<file path="config.mk">
export PLATFORM = sky130hd
export DESIGN_NAME = blake2_msg_loader
export DESIGN_NICKNAME = d
export VERILOG_FILES = /design/src/rtl/blake2_pkg.sv /design/src/rtl/blake2_msg_loader.sv
export SDC_FILE = /design/constraint.sdc
export NUM_CORES = 1
export LEC_CHECK = 0
export ABC_AREA = 1
export BUFFER_PORTS_ARGS = -buffer_cell sky130_fd_sc_hd__clkbuf_2
export CORE_MARGIN = 5
export CORE_UTILIZATION = 50
export DETAILED_ROUTE_END_ITERATION = 12
export MAX_ROUTING_LAYER = met4
export PLACE_DENSITY = 0.75
export REMOVE_ABC_BUFFERS = 1
export SLEW_MARGIN = 20
export SYNTH_ARGS = -nofsm -noshare
export SYNTH_HDL_FRONTEND = slang
export SYNTH_SLANG_ARGS = --single-unit
export TNS_END_PERCENT = 5
</file>
<file path="constraint.sdc">
create_clock -name clk -period 6.3 [get_ports clk]
set_clock_uncertainty 0.2 [all_clocks]
set_input_delay 0 -clock clk [delete_from_list [all_inputs] [get_ports clk]]
set_output_delay 0 -clock clk [all_outputs]
set_load 0.005 [all_outputs]
</file>
<file path="src/rtl/blake2_pkg.sv">
// Shared constants and loader state encoding for the blake2 message loader.
package blake2_pkg;

  localparam int DEF_BB    = 128;
  localparam int DEF_LL_W  = 64;
  localparam int DEF_BLOCK = 64;
  localparam int DEF_KK_W  = 7;
  localparam int DEF_IDX_W = $clog2(DEF_BLOCK);

  typedef enum logic [1:0] {
    S_IDLE      = 2'd0,
    S_STREAM    = 2'd1,
    S_PAD       = 2'd2,
    S_WAIT_CORE = 2'd3
  } loader_state_e;

endpackage

</file>
<file path="src/rtl/blake2_msg_loader.sv">
// Slices a host byte stream into zero-padded 64-byte blocks for the blake2 core,
// tracking block_first/block_last and the running message length.
module blake2_msg_loader
  import blake2_pkg::*;
#(
  parameter int BB    = DEF_BB,
  parameter int LL_W  = DEF_LL_W,
  parameter int BLOCK = DEF_BLOCK,
  parameter int KK_W  = DEF_KK_W
) (
  input  logic                       clk,
  input  logic                       nreset,
  input  logic [KK_W-1:0]            kk_i,
  input  logic                       in_v_i,
  input  logic [7:0]                 in_data_i,
  input  logic                       in_last_i,
  input  logic                       in_empty_i,
  output logic                       in_ready_o,
  input  logic                       core_ready_i,
  output logic                       data_v_o,
  output logic [$clog2(BLOCK)-1:0]   data_idx_o,
  output logic [7:0]                 data_o,
  output logic                       block_first_o,
  output logic                       block_last_o,
  output logic [BB-1:0]              ll_o,
  output loader_state_e              dbg_state_o
);

  localparam int IW = $clog2(BLOCK);
  localparam logic [IW-1:0] IDX_MAX = IW'(BLOCK - 1);

  // Host handshake: a byte moves when in_v_i and in_ready_o are both high in
  // the same cycle; in_ready_o is combinational and never depends on in_v_i.

  loader_state_e    state_q, state_d;
  logic [IW-1:0]    idx_q, idx_d;          // next index to emit
  logic [KK_W-1:0]  key_cnt_q, key_cnt_d;
  logic [LL_W-1:0]  ll_q, ll_d;
  logic             key_phase_q, key_phase_d;
  logic             key_blk_q, key_blk_d;
  logic             busy_seen_q, busy_seen_d;
  logic             first_q, first_d;
  logic             last_q, last_d;
  logic             dv_q, dv_d;
  logic [7:0]       dout_q, dout_d;
  logic [IW-1:0]    didx_q, didx_d;

  logic             is_idle;
  logic             accept;
  logic             empty_acc;
  logic             take_byte;
  logic             key_req;
  logic             in_key;
  logic             key_done;
  logic             key_blk_eff;
  logic [IW-1:0]    emit_idx;
  logic [KK_W-1:0]  key_cnt_nxt;
  logic [LL_W-1:0]  ll_base;

  assign is_idle    = (state_q == S_IDLE);
  assign in_ready_o = nreset & core_ready_i & (is_idle | (state_q == S_STREAM));
  assign accept     = in_v_i & in_ready_o;
  assign empty_acc  = accept & is_idle & in_last_i & in_empty_i;
  assign take_byte  = accept & ~empty_acc;

  // The first accepted byte of a message sees a fresh context instead of the
  // registers left over from the previous message.
  assign key_req     = (kk_i != '0);
  assign emit_idx    = is_idle ? '0 : idx_q;
  assign in_key      = is_idle ? key_req : key_phase_q;
  assign key_blk_eff = is_idle ? key_req : key_blk_q;
  assign ll_base     = is_idle ? '0 : ll_q;
  assign key_cnt_nxt = (is_idle ? '0 : key_cnt_q) + KK_W'(1);
  assign key_done    = in_key & (key_cnt_nxt == kk_i);

  always_comb begin
    state_d     = state_q;
    idx_d       = idx_q;
    key_cnt_d   = key_cnt_q;
    ll_d        = ll_q;
    key_phase_d = key_phase_q;
    key_blk_d   = key_blk_q;
    busy_seen_d = busy_seen_q;
    first_d     = first_q;
    last_d      = last_q;
    dv_d        = 1'b0;
    dout_d      = dout_q;
    didx_d      = didx_q;

    case (state_q)
      S_IDLE: begin
        if (accept) begin
          first_d     = 1'b1;
          last_d      = 1'b0;
          ll_d        = '0;
          key_cnt_d   = '0;
          busy_seen_d = 1'b0;
          key_phase_d = key_req;
          key_blk_d   = key_req;
          if (empty_acc) begin
            last_d      = 1'b1;
            key_phase_d = 1'b0;
            key_blk_d   = 1'b0;
            idx_d       = '0;
            state_d     = S_PAD;
          end
        end
      end
      S_STREAM: begin
      end
      S_PAD: begin
        if (core_ready_i) begin
          dv_d   = 1'b1;
          didx_d = idx_q;
          dout_d = 8'h00;
          idx_d  = idx_q + IW'(1);
          if (idx_q == IDX_MAX) begin
            state_d = S_WAIT_CORE;
            if (key_blk_q) ll_d = ll_q + LL_W'(BLOCK);
          end
        end
      end
      S_WAIT_CORE: begin
        // The core must drop ready_v_o for at least one cycle before the
        // next block may start; busy_seen remembers that it did.
        if (!core_ready_i) busy_seen_d = 1'b1;
        if (busy_seen_q && core_ready_i) begin
          busy_seen_d = 1'b0;
          idx_d       = '0;
          key_blk_d   = 1'b0;
          first_d     = 1'b0;
          if (last_q) begin
            last_d  = 1'b0;
            state_d = S_IDLE;
          end else begin
            state_d = S_STREAM;
          end
        end
      end
      default: state_d = S_IDLE;
    endcase

    if (take_byte) begin
      dv_d        = 1'b1;
      didx_d      = emit_idx;
      dout_d      = in_data_i;
      idx_d       = emit_idx + IW'(1);
      key_phase_d = in_key & ~key_done;
      if (in_key) key_cnt_d = key_cnt_nxt;
      ll_d = in_key ? ll_base : ll_base + LL_W'(1);
      if (key_blk_eff && (emit_idx == IDX_MAX)) ll_d = ll_base + LL_W'(BLOCK);
      if (in_last_i) last_d = 1'b1;
      if (emit_idx == IDX_MAX)         state_d = S_WAIT_CORE;
      else if (in_last_i || key_done)  state_d = S_PAD;
      else                             state_d = S_STREAM;
    end
  end

  always_ff @(posedge clk or negedge nreset) begin
    if (!nreset) begin
      state_q     <= S_IDLE;
      idx_q       <= '0;
      key_cnt_q   <= '0;
      ll_q        <= '0;
      key_phase_q <= 1'b0;
      key_blk_q   <= 1'b0;
      busy_seen_q <= 1'b0;
      first_q     <= 1'b0;
      last_q      <= 1'b0;
      dv_q        <= 1'b0;
      dout_q      <= 8'h00;
      didx_q      <= '0;
    end else begin
      state_q     <= state_d;
      idx_q       <= idx_d;
      key_cnt_q   <= key_cnt_d;
      ll_q        <= ll_d;
      key_phase_q <= key_phase_d;
      key_blk_q   <= key_blk_d;
      busy_seen_q <= busy_seen_d;
      first_q     <= first_d;
      last_q      <= last_d;
      dv_q        <= dv_d;
      dout_q      <= dout_d;
      didx_q      <= didx_d;
    end
  end

  assign data_v_o      = dv_q;
  assign data_idx_o    = didx_q;
  assign data_o        = dout_q;
  assign block_first_o = first_q;
  assign block_last_o  = last_q;
  assign ll_o          = BB'(ll_q);
  assign dbg_state_o   = state_q;

endmodule

</file>
==> impl_table.tex, run 1 <==
\begin{tabular}{lr}
\hline
Metric & Value \\
\hline
\multicolumn{2}{l}{\textbf{Run status}} \\
\quad Status & finished, final reports clean \\
\multicolumn{2}{l}{\textbf{Setup path}} \\
\quad Register-to-register setup slack & 1.92 ns \\
\quad Timing startpoint of the critical path & dbg\_state\_o[0]\$\_DFFE\_PN0P\_ \\
\quad Count of buffer and inverter cells on the critical path & 5 \\
\quad Reg2Reg Launch Point & dbg\_state\_o[0]\$\_DFFE\_PN0P\_ \\
\quad Crit path kind & flip-flop to flip-flop \\
\quad Critical path required time & 6.35 ns \\
\quad Most frequent cell on the critical path & nand2\_1 \\
\quad Cell type of the slowest stage on the worst timing path & inv\_2 \\
\quad Worst setup EP type & flip-flop \\
\quad Ordered list of cells on the worst path & inv\_1 > ha\_2 > nor2\_1 > nor2\_2 > nand2\_2 > clkinv\_4 > nand3\_4 > nand2\_4 > nand2\_4 > inv\_2 > nand2\_1 > nand3b\_2 > inv\_2 > buf\_4 > nand2\_1 > nand2\_1 > a21oi\_1 \\
\quad Signal arrival time at the worst endpoint & 4.43 ns \\
\quad Stage delay of the slowest cell on the critical path & 0.61 ns \\
\quad Maximum fanout encountered on the critical timing path & 43 \\
\quad Gate family responsible for the most delay along the worst path & simple AND/OR/NAND/NOR gates \\
\quad Startpoint types & flip-flop \\
\multicolumn{2}{l}{\textbf{Synthesis}} \\
\quad Number of distinct library cell variants in the gate-level netlist after synthesis & 49 \\
\quad Most used DFF post-synth & dfrtp\_1 \\
\quad Synth warn & 0 \\
\quad Number of enable flip-flop cells after synthesis & 0 \\
\quad Combined area of all synthesized cells & 0.0102 sq mm \\
\quad Proportion of register bits with asynchronous set or reset after synthesis & 100\% \\
\quad Seq/Total Area, Yosys & 24.2\% \\
\quad Average footprint of a synthesized cell & 5.91 sq um \\
\quad Register bit total from synthesis & 99 \\
\quad Post-Syn Instances & 1732 \\
\multicolumn{2}{l}{\textbf{Clock network}} \\
\quad Cts bufs inserted & 9 \\
\quad Number of buffers on the longest clock path & 2 \\
\quad Buffers inserted by post-CTS timing repair & 0 \\
\quad CTS resizes & 0 \\
\quad Skew-Pair Late Insertion Delay & 0.37 ns \\
\quad Number of buffers inserted for hold repair after clock tree synthesis & 19 \\
\quad Clock sink total & 99 \\
\quad CTS HTree Levels & 3 \\
\quad Clock tree from TritonCTS & done \\
\quad Register clock-pin slew on the reported worst setup and hold paths & 0.08 ns \\
\quad Master cell of the clock root buffer & clkbuf\_16 \\
\multicolumn{2}{l}{\textbf{Global routing}} \\
\quad First-pass GRT wire length & 65200 um \\
\quad Total congestion overflow & 0 \\
\quad Aggregate global-route resource usage & 36.3\% \\
\quad Via count of the first global-routing pass & 11600 \\
\quad Antenna violations before repair & 0 \\
\quad Maximum number of pins on one net before global-route repair & 63 \\
\multicolumn{2}{l}{\textbf{Floorplan}} \\
\quad Total die area & 0.0234 sq mm \\
\quad Placeable Area & 0.0202 sq mm \\
\quad Horizontal die dimension & 153 um \\
\quad Total number of placement rows & 52 \\
\quad Ports placed on the boundary & 169 \\
\quad Floorplan die height & 153 um \\
\quad Starting density of the core & 50.8\% \\
\multicolumn{2}{l}{\textbf{Finish}} \\
\quad Final net count & 1850 \\
\quad Util after Layout & 55.1\% \\
\quad Leading cell type in the layout, fill and taps excluded & nand2\_1 \\
\quad Antenna cell count & 0 \\
\quad Synthesis-to-layout area growth & 8.54\% \\
\quad Final std cell area, no fill & 0.0111 sq mm \\
\quad Fill cell count & 2116 \\
\quad Commonest cells after routing, fill and taps aside & nand2\_1, nor2\_1, inv\_1, nand3\_1, clkbuf\_2 \\
\quad Fraction of layout instances using a drive strength above 1 & 11.0\% \\
\multicolumn{2}{l}{\textbf{Placement}} \\
\quad Final GP Congestion & 1.06 \\
\quad Count of buffers from port buffering & 104 \\
\quad DP HPWL & 32300 um \\
\quad Dpl cell area & 0.0106 sq mm \\
\multicolumn{2}{l}{\textbf{Pwr}} \\
\quad Total power after layout & 4.49 mW \\
\quad Leak Pwr & 5.06 nW \\
\quad Maximum vdd ir drop & 385 uV \\
\quad Power density over the cells & 404 mW/mm\^{}2 \\
\multicolumn{2}{l}{\textbf{STA}} \\
\quad RSZ-0062 raised after global routing & no \\
\quad Final-report setup violation count & 0 \\
\quad Worst slack on hold paths & 0.0416 ns \\
\quad Final slew viol count & 0 \\
\quad Final critical-path share of the clock period & 69.5\% \\
\quad Final period demand of the worst path & 4.38 ns \\
\quad Setup TNS after final layout & 0 ns \\
\quad Number of failing hold endpoints at the final stage & 0 \\
\quad Actual slew at the worst max-slew pin & 0.951 ns \\
\quad Worst slew margin & 36.6\% \\
\quad Maximum clock rate & 228 MHz \\
\multicolumn{2}{l}{\textbf{Worst hold path}} \\
\quad Class of the tightest hold or removal check & primary input to flip-flop \\
\quad Worst hold path startpoint & kk\_i[3] \\
\multicolumn{2}{l}{\textbf{Routing}} \\
\quad Iteration-0 DRC Markers & 1403 \\
\quad Routed WL & 42400 um \\
\quad Wire length per cell & 20.3 um \\
\quad Vias/cell & 5.82 \\
\quad Number of nets still failing antenna checks after routing & 0 \\
\quad Total iterations of the first detailed-routing run & 6 \\
\quad Post-route DRC violation count & 0 \\
\quad Via count of the routed design & 12200 \\
\multicolumn{2}{l}{\textbf{Flow run}} \\
\quad \# Max-Cap Violations & 0 \\
\hline
\end{tabular}
registers in the layout, indices dropped and copies added (netlist names):
| name | count |
|---|---|
| ll_q | 64 |
| data_o | 8 |
| key_cnt_q | 7 |
| data_idx_o | 6 |
| idx_q | 6 |
| dbg_state_o | 2 |
| block_first_o | 1 |
| block_last_o | 1 |
| busy_seen_q | 1 |
| data_v_o | 1 |
| key_blk_q | 1 |
| key_phase_q | 1 |
final timing paths:
| check | endpoint | cells after the start |
|---|---|---|
| worst max-delay path | ll_q[18]$_DFFE_PN0P_ | 17 |
| worst min-delay path | dbg_state_o[1]$_DFFE_PN0P_ | 8 |
| worst max register to register | ll_q[18]$_DFFE_PN0P_ | 17 |
| worst min register to register | key_cnt_q[0]$_DFF_PN0_ | 1 |
| max in group asynchronous | ll_q[8]$_DFFE_PN0P_ | 4 |
| min in group asynchronous | ll_q[21]$_DFFE_PN0P_ | 3 |
layout make-up:
class	count	area, sq um	area share (%)
Clock buffer	10	239	2.15
Inverter	213	805	7.24
Timing Repair Buffer	131	773	6.96
Multi-Input combinational cell	1364	6430	57.8
Clock inverter	6	56.3	0.507
Tap cell	270	338	3.04
Sequential cell	99	2480	22.3
Yosys cell counts (3+ instances only):
cell type | instances | share of area [%]
buf_2 | 13 | 0.64
nand2_1 | 410 | 15
nor3_1 | 48 | 2.3
a22o_1 | 8 | 0.68
nand3_2 | 6 | 0.59
nor2_4 | 3 | 0.33
nand2_2 | 11 | 0.67
xor2_1 | 14 | 1.2
a21oi_1 | 102 | 5.0
o21ai_0 | 67 | 3.3
xnor2_1 | 4 | 0.34
ha_1 | 11 | 1.3
inv_2 | 9 | 0.33
o21ai_1 | 13 | 0.64
a31oi_1 | 10 | 0.61
nand4_1 | 62 | 3.8
buf_6 | 6 | 0.66
nor3_2 | 7 | 0.68
nor2_1 | 282 | 10
nand3b_1 | 6 | 0.44
o21ai_2 | 4 | 0.34
o22ai_1 | 10 | 0.61
buf_4 | 70 | 5.1
buf_1 | 3 | 0.11
dfrtp_1 | 99 | 24
clkbuf_1 | 27 | 0.99
nor2_2 | 20 | 1.2
o31ai_1 | 5 | 0.37
inv_1 | 201 | 7.4
a22oi_1 | 7 | 0.51
nand3_1 | 168 | 8.2
power by group:
group	switching [mW]	total, mW	internal, mW	leakage, nW
sequential	0.510	1.40	0.889	1.25
combinational	1.73	2.50	0.766	3.67
clock	0.303	0.590	0.288	0.143
logic make-up after synthesis:
| logic type | after synthesis | synth area share, % |
|---|---|---|
| adder cells (fa/ha/maj) | 11 | 1.34 |
| other | 1 | 0.0366 |
| AND/OR/NAND/NOR | 1035 | 44.7 |
| flip-flops | 99 | 24.2 |
| AO/OA/AOI/OAI | 236 | 12.9 |
| buffers and inverters | 332 | 15.4 |
| XOR/XNOR | 18 | 1.54 |
worst min-delay path: cells and delay by family:
kind | cells | cell delay [ns]
simple gates | 6 | 0.41
buf+inv | 1 | 0.10
xor+xnor | 1 | 0.06
stage by stage:
stage               setup WS (ns)  std cells
floorplan                    1.42       1676
global placement             2.07       2058
detailed placement           1.93       2058
CTS                          1.92       2093
global route                 1.60       2093
finish                       1.92       2093
routing by layer:
metal / track usage (%) / part of all wire, % / vias up
met2: 59.2 / 47 / 693
met5: - / 0 / -
met4: 17.2 / 5.4 / 0
li1: - / - / 5700
met3: 5.48 / 8.7 / 132
met1: 44.1 / 39 / 5666
No activity file was read; power rests on OpenSTA's default activity.
==> inputs of run 2 (changes only) <==
- clock period: 6.3 -> 4.48 ns (I/O delays scaled with it)
==> run 2 against run 1 <==
Power increased by 43%. Sequential share of layout area decreased by 0.090 points. Cell count increased by 0.29%. Critical path depth decreased by 3. Sequential power increased by 41%. Final area increased by 0.40%. Clock power increased by 39%. Fmax increased by 16%. Critical path type unchanged. Highest routed layer unchanged.
==> impl_table.tex, run 2 (synthesis gave the netlist of run 1 again) <==
\begin{tabular}{lr}
\hline
Metric & Value \\
\hline
\multicolumn{2}{l}{\textbf{Clock network}} \\
\quad Skew-Pair Late Insertion Delay & 0.38 ns (about the same) \\
\quad Number of buffers on the longest clock path & 2 (unchanged) \\
\quad Register clock-pin slew on the reported worst setup and hold paths & 0.08 ns (about the same) \\
\quad Clock tree from TritonCTS & done \\
\quad CTS resizes & 0 (unchanged) \\
\quad Cts bufs inserted & 9 (unchanged) \\
\quad Master cell of the clock root buffer & clkbuf\_16 \\
\quad Clock sink total & 99 (unchanged) \\
\quad CTS HTree Levels & 3 (unchanged) \\
\multicolumn{2}{l}{\textbf{Finish}} \\
\quad Area of the multi-input gates & 0.00643 sq mm (unchanged) \\
\quad Commonest cells after routing, fill and taps aside & nand2\_1, nor2\_1, inv\_1, nand3\_1, clkbuf\_2 \\
\quad Leading cell type in the layout, fill and taps excluded & nand2\_1 \\
\quad Final net count & 1856 (+0.32\%) \\
\quad Final std cell area, no fill & 0.0112 sq mm (+0.40\%) \\
\quad Max reg flops & 64 (unchanged) \\
\quad Fill cell count & 2088 (-1.3\%) \\
\quad Seq. cell area & 0.00248 sq mm (unchanged) \\
\quad Fraction of layout instances using a drive strength above 1 & 11.3\% (+0.29 points) \\
\quad Synthesis-to-layout area growth & 8.98\% \\
\quad Reg with most FFs & ll\_q \\
\quad Antenna cell count & 0 (unchanged) \\
\multicolumn{2}{l}{\textbf{Placement}} \\
\quad Dpl cell area & 0.0107 sq mm (+0.61\%) \\
\quad Count of buffers from port buffering & 104 (unchanged) \\
\quad Final GP Congestion & 1.05 (about the same) \\
\quad DP HPWL & 32100 um (-0.82\%) \\
\multicolumn{2}{l}{\textbf{Routing}} \\
\quad Total iterations of the first detailed-routing run & 6 (unchanged) \\
\quad Iteration-0 DRC Markers & 1507 (+7.4\%) \\
\quad Via count of the routed design & 12400 (+2.0\%) \\
\quad Vias/cell & 5.92 (+1.7\%) \\
\quad Post-route DRC violation count & 0 (unchanged) \\
\quad Wire length per cell & 20.0 um (-1.1\%) \\
\quad Routed WL & 42100 um (-0.83\%) \\
\quad Number of nets still failing antenna checks after routing & 0 (unchanged) \\
\multicolumn{2}{l}{\textbf{STA}} \\
\quad Final period demand of the worst path & 3.77 ns (-0.610 ns) \\
\quad Final-report setup violation count & 0 (unchanged) \\
\quad Maximum clock rate & 265 MHz (+16\%) \\
\quad Worst slack on hold paths & 0.0747 ns (+0.0330 ns) \\
\quad Final slew viol count & 0 (unchanged) \\
\quad RSZ-0062 raised after global routing & no \\
\quad Final critical-path share of the clock period & 84.2\% (+15 points) \\
\quad Setup TNS after final layout & 0 ns (unchanged) \\
\quad Worst slew margin & 29.0\% (-7.7 points) \\
\quad Actual slew at the worst max-slew pin & 1.07 ns (+0.115 ns) \\
\quad Number of failing hold endpoints at the final stage & 0 (unchanged) \\
\multicolumn{2}{l}{\textbf{Pwr}} \\
\quad Power density over the cells & 576 mW/mm\^{}2 (+43\%) \\
\quad Total power after layout & 6.42 mW (+43\%) \\
\quad Maximum vdd ir drop & 753 uV (+95\%) \\
\quad Leak Pwr & 5.10 nW (+0.73\%) \\
\multicolumn{2}{l}{\textbf{Setup path}} \\
\quad Startpoint types & flip-flop \\
\quad Signal arrival time at the worst endpoint & 3.82 ns (-0.61 ns) \\
\quad Crit path kind & flip-flop to flip-flop \\
\quad Worst setup EP type & flip-flop \\
\quad Maximum fanout encountered on the critical timing path & 32 (-26\%) \\
\quad Critical path required time & 4.53 ns (-1.82 ns) \\
\multicolumn{2}{l}{\textbf{Global routing}} \\
\quad First-pass GRT wire length & 65300 um (+0.18\%) \\
\quad Aggregate global-route resource usage & 36.1\% (-0.20 points) \\
\quad Antenna violations before repair & 0 (unchanged) \\
\quad Total congestion overflow & 0 (unchanged) \\
\quad Via count of the first global-routing pass & 11900 (+2.3\%) \\
\quad Maximum number of pins on one net before global-route repair & 54 (-14\%) \\
\multicolumn{2}{l}{\textbf{Floorplan}} \\
\quad Total number of placement rows & 52 (unchanged) \\
\quad Horizontal die dimension & 153 um (unchanged) \\
\quad Ports placed on the boundary & 169 (unchanged) \\
\quad Starting density of the core & 50.8\% (unchanged) \\
\quad Floorplan die height & 153 um (unchanged) \\
\quad Total die area & 0.0234 sq mm (unchanged) \\
\quad Placeable Area & 0.0202 sq mm (unchanged) \\
\multicolumn{2}{l}{\textbf{Worst hold path}} \\
\quad Class of the tightest hold or removal check & primary input to flip-flop \\
\multicolumn{2}{l}{\textbf{Flow run}} \\
\quad \# Max-Cap Violations & 0 (unchanged) \\
\multicolumn{2}{l}{\textbf{Run status}} \\
\quad Status & finished, final reports clean \\
\hline
\end{tabular}
run 2: changes by cell type in the layout (fill, tap and decap cells not counted), sizes merged:
| cell | previous run | this run |
|---|---|---|
| clkinv | 5 | 4 |
| buf | 9 | 16 |
| inv | 213 | 214 |
| dlygate4sd3 | 19 | 18 |
run 2: layout make-up:
type                       instances  area share (%)
clock buffer                      10            2.05
clock inverter                     6           0.504
inverter                         213            7.21
multi-input combinational       1364            57.6
sequential                        99            22.2
tap                              270            3.03
timing repair buffer             137            7.42
run 2: repair_timing:
action,4_1_cts,5_1_grt
hold buffers,18,0
hold endpoints to repair,64,0
buffers inserted,0,0
endpoints found under the setup margin,0,0
run 2: path summary, 6_finish.rpt:
path                                            start                          to  slack [ns]  cells past startpoint
min in group asynchronous                      nreset        ll_q[16]$_DFFE_PN0P_        0.18                      3
max in group asynchronous                      nreset        ll_q[55]$_DFFE_PN0P_        2.72                      4
min                                           kk_i[4]  dbg_state_o[1]$_DFFE_PN0P_        0.07                      7
min reg2reg                   key_phase_q$_DFFE_PN0P_      key_cnt_q[0]$_DFF_PN0_        0.27                      1
max reg2reg                dbg_state_o[0]$_DFFE_PN0P_     key_phase_q$_DFFE_PN0P_        0.71                     14
max                        dbg_state_o[0]$_DFFE_PN0P_     key_phase_q$_DFFE_PN0P_        0.71                     14
run 2: stage by stage:
step / utilization [%] / std cells / worst slack (ns)
after detailed placement: 53.0 / 2065 / 0.886
after global placement: 53.0 / 2065 / 1.01
after floorplan: - / 1676 / -0.396
after CTS: 55.3 / 2099 / 0.735
final: 55.3 / 2099 / 0.710
after global routing: 55.3 / 2099 / 0.462
run 2: report_power, final:
part,switching [mW],total (mW),leakage (nW),internal [mW]
registers,0.727,1.98,1.25,1.25
clock network,0.428,0.819,0.137,0.391
logic,2.50,3.63,3.71,1.12
total,3.66,6.42,5.09,2.77
run 2: layer usage:
layer	wire length, um	global-route usage, %	share of wire, %	up-vias
li1	-	-	-	5715
met1	16200	44.8	38	5662
met2	18900	56.9	45	893
met3	4430	5.20	11	163
met4	2550	19.4	6.1	0
met5	0	-	0	-
run 2: worst max-delay path, stage by stage (launching register included):
cell	delay [ns]
dfrtp_1	0.46
inv_1	0.11
ha_2	0.23
inv_2	0.51
nand2_1	0.24
inv_1	0.16
ha_1	0.20
nand4_1	0.14
o21ai_0	0.33
xor2_1	0.11
nor2_1	0.18
dlygate4sd3_1	0.57
nand3_1	0.07
nand2_1	0.06
o21ai_0	0.09
==> inputs of run 3 (changes only) <==
- clock period: 4.48 -> 3.8 ns (I/O delays scaled with it)
==> run 3 against run 2 <==
Fmax grew 5.7%. Sequential share of layout area shrank 0.28 points. Non-clock buffer count grew 6. Largest cell class unchanged. Highest routed layer unchanged.
==> impl_table.tex, run 3 (synthesis gave the netlist of run 1 again) <==
\begin{tabular}{lr}
\hline
Metric & Value \\
\hline
\multicolumn{2}{l}{\textbf{Finish}} \\
\quad Leading cell type in the layout, fill and taps excluded & nand2\_1 \\
\quad Final std cell area, no fill & 0.0113 sq mm (+1.3\%) \\
\quad Synthesis-to-layout area growth & 10.4\% \\
\quad Fraction of layout instances using a drive strength above 1 & 11.6\% (+0.34 points) \\
\quad Final net count & 1862 (+0.32\%) \\
\quad Antenna cell count & 0 (unchanged) \\
\quad Reg with most FFs & ll\_q \\
\quad Fill cell count & 2092 (+0.19\%) \\
\quad Commonest cells after routing, fill and taps aside & nand2\_1, nor2\_1, inv\_1, nand3\_1, clkbuf\_2 \\
\quad Max reg flops & 64 (unchanged) \\
\quad Util after Layout & 56.0\% (+0.70 points) \\
\multicolumn{2}{l}{\textbf{Pwr}} \\
\quad Power density over the cells & 688 mW/mm\^{}2 (+20\%) \\
\quad Leak Pwr & 5.17 nW (+1.5\%) \\
\quad Total power after layout & 7.78 mW (+21\%) \\
\quad Maximum vdd ir drop & 566 uV (-25\%) \\
\multicolumn{2}{l}{\textbf{Setup path}} \\
\quad Register-to-register setup slack & 0.23 ns (-0.48 ns) \\
\quad Signal arrival time at the worst endpoint & 3.62 ns (-0.20 ns) \\
\quad Reg2Reg Depth & 16 (+2) \\
\quad Ordered list of cells on the worst path & inv\_1 > ha\_2 > clkinv\_2 > nand2\_1 > inv\_1 > ha\_1 > nand3\_1 > nand2\_1 > xor2\_1 > nor2\_1 > nand2\_1 > nor2\_1 > dlygate4sd3\_1 > nand3\_1 > nand2\_1 > o21ai\_0 \\
\quad Startpoint types & flip-flop \\
\quad Crit path kind & flip-flop to flip-flop \\
\quad Critical path required time & 3.85 ns (-0.68 ns) \\
\quad Maximum fanout encountered on the critical timing path & 24 (-25\%) \\
\quad Crit Reg-Reg Endpoint & key\_phase\_q\$\_DFFE\_PN0P\_ \\
\quad Stage delay of the slowest cell on the critical path & 0.57 ns (about the same) \\
\quad Worst setup EP type & flip-flop \\
\quad Reg2Reg Launch Point & dbg\_state\_o[0]\$\_DFFE\_PN0P\_ \\
\quad Cell type of the slowest stage on the worst timing path & dlygate4sd3\_1 \\
\quad Most frequent cell on the critical path & nand2\_1 \\
\multicolumn{2}{l}{\textbf{Routing}} \\
\quad Number of nets still failing antenna checks after routing & 0 (unchanged) \\
\quad Post-route DRC violation count & 0 (unchanged) \\
\quad Wire length per cell & 20.3 um (+1.4\%) \\
\quad Iteration-0 DRC Markers & 1570 (+4.2\%) \\
\quad Vias/cell & 5.86 (-1.1\%) \\
\quad Via count of the routed design & 12300 (-0.78\%) \\
\quad Total iterations of the first detailed-routing run & 7 (+1) \\
\quad Routed WL & 42800 um (+1.7\%) \\
\multicolumn{2}{l}{\textbf{Floorplan}} \\
\quad Ports placed on the boundary & 169 (unchanged) \\
\quad Floorplan die height & 153 um (unchanged) \\
\quad Total number of placement rows & 52 (unchanged) \\
\quad Total die area & 0.0234 sq mm (unchanged) \\
\quad Placeable Area & 0.0202 sq mm (unchanged) \\
\quad Horizontal die dimension & 153 um (unchanged) \\
\quad Starting density of the core & 50.8\% (unchanged) \\
\multicolumn{2}{l}{\textbf{Clock network}} \\
\quad Clock sink total & 99 (unchanged) \\
\quad Clock tree from TritonCTS & done \\
\quad Master cell of the clock root buffer & clkbuf\_16 \\
\quad Register clock-pin slew on the reported worst setup and hold paths & 0.08 ns (about the same) \\
\quad Cts bufs inserted & 9 (unchanged) \\
\quad Buffers inserted by post-CTS timing repair & 0 (unchanged) \\
\quad CTS HTree Levels & 3 (unchanged) \\
\quad Number of buffers on the longest clock path & 2 (unchanged) \\
\quad Skew-Pair Late Insertion Delay & 0.37 ns (about the same) \\
\multicolumn{2}{l}{\textbf{STA}} \\
\quad Final-report setup violation count & 0 (unchanged) \\
\quad Number of failing hold endpoints at the final stage & 0 (unchanged) \\
\quad Final slew viol count & 0 (unchanged) \\
\quad Setup TNS after final layout & 0 ns (unchanged) \\
\quad Maximum clock rate & 280 MHz (+5.7\%) \\
\quad Actual slew at the worst max-slew pin & 0.885 ns (-0.181 ns) \\
\quad Final critical-path share of the clock period & 93.8\% (+9.7 points) \\
\quad RSZ-0062 raised after global routing & no \\
\quad Worst slew margin & 41.0\% (+12 points) \\
\quad Final period demand of the worst path & 3.57 ns (-0.205 ns) \\
\multicolumn{2}{l}{\textbf{Run status}} \\
\quad Status & finished, final reports clean \\
\multicolumn{2}{l}{\textbf{Worst hold path}} \\
\quad Hold Path End & dbg\_state\_o[1]\$\_DFFE\_PN0P\_ \\
\quad Worst hold path startpoint & kk\_i[4] \\
\quad Class of the tightest hold or removal check & primary input to flip-flop \\
\quad Hold Path Cell Cnt & 7 (unchanged) \\
\multicolumn{2}{l}{\textbf{Flow run}} \\
\quad \# Max-Cap Violations & 0 (unchanged) \\
\multicolumn{2}{l}{\textbf{Global routing}} \\
\quad Maximum number of pins on one net before global-route repair & 62 (+15\%) \\
\quad Total congestion overflow & 0 (unchanged) \\
\quad Aggregate global-route resource usage & 36.1\% (+0.057 points) \\
\quad Via count of the first global-routing pass & 11500 (-3.1\%) \\
\quad Antenna violations before repair & 0 (unchanged) \\
\quad First-pass GRT wire length & 65200 um (-0.18\%) \\
\multicolumn{2}{l}{\textbf{Placement}} \\
\quad Count of buffers from port buffering & 104 (unchanged) \\
\quad Final GP Congestion & 1.10 (+4.1\%) \\
\quad DP HPWL & 32300 um (+0.73\%) \\
\quad Dpl cell area & 0.0108 sq mm (+0.89\%) \\
\hline
\end{tabular}
## run 3: changes by cell type in the layout (fill, tap and decap cells not counted), moves of 2 or more
cell and delta:
clkinv_4 -2, buf_12 +4, inv_8 -2, inv_6 +2
bufinv_16 +2, buf_4 +2, clkinv_2 +2
## run 3: timing repair
action | 4_1_cts | 5_1_grt
setup endpoints to repair | 0 | 1
hold buffers | 18 | 0
hold endpoints to repair | 55 | 0
resized for setup | 0 | 1
## run 3: layout make-up
| cell class | count | area (sq um) | area share [%] |
|---|---|---|---|
| multi-input combinational | 1364 | 6430 | 56.9 |
| inverter | 213 | 806 | 7.13 |
| tap | 270 | 338 | 2.99 |
| clock inverter | 6 | 91.3 | 0.808 |
| timing repair buffer | 143 | 923 | 8.17 |
| sequential | 99 | 2480 | 21.9 |
| clock buffer | 10 | 239 | 2.11 |
## run 3: per-stage QoR
step | instances | hold WS (ns) | setup slack, ns
3_3_place_gp | 2071 | -0.0286 | 0.445
6_report | 2105 | 0.0735 | 0.234
4_1_cts | 2105 | 0.0848 | 0.234
3_5_place_dp | 2071 | -0.0208 | 0.497
5_1_grt | 2105 | 0.147 | 0.00633
2_1_floorplan | 1676 | -0.496 | -1.08
## run 3: worst max-delay path: cells and delay by family (launching register included)
family,cells,cell delay (ns)
AO/OA/AOI/OAI,1,0.08
XOR/XNOR,1,0.15
adder cells (fa/ha/maj),2,0.52
buffers and inverters,4,1.16
flip-flops,1,0.44
AND/OR/NAND/NOR,8,0.91
## run 3: report_power, final
group          total [mW]  internal (mW)  switching (mW)
combinational        4.38           1.39            2.99
sequential           2.30           1.48           0.824
clock                1.10          0.604           0.498
total                7.78           3.47            4.31
## run 3: worst max path at each step
stage	start	end	cells after the start
3_3_place_gp	dbg_state_o[0]$_DFFE_PN0P_	ll_q[58]$_DFFE_PN0P_	16
5_1_grt	dbg_state_o[1]$_DFFE_PN0P_	key_phase_q$_DFFE_PN0P_	15
4_1_cts	dbg_state_o[0]$_DFFE_PN0P_	key_phase_q$_DFFE_PN0P_	14
3_5_place_dp	dbg_state_o[0]$_DFFE_PN0P_	ll_q[58]$_DFFE_PN0P_	16
2_1_floorplan	dbg_state_o[0]$_DFFE_PN0P_	ll_q[60]$_DFFE_PN0P_	16
6_report	dbg_state_o[0]$_DFFE_PN0P_	key_phase_q$_DFFE_PN0P_	16
## run 3: routing by layer
metal / routed length (um) / GRT usage [%]
met5: 0 / -
met3: 4470 / 5.40
met4: 2600 / 19.2
met2: 19400 / 56.4
met1: 16300 / 45.3
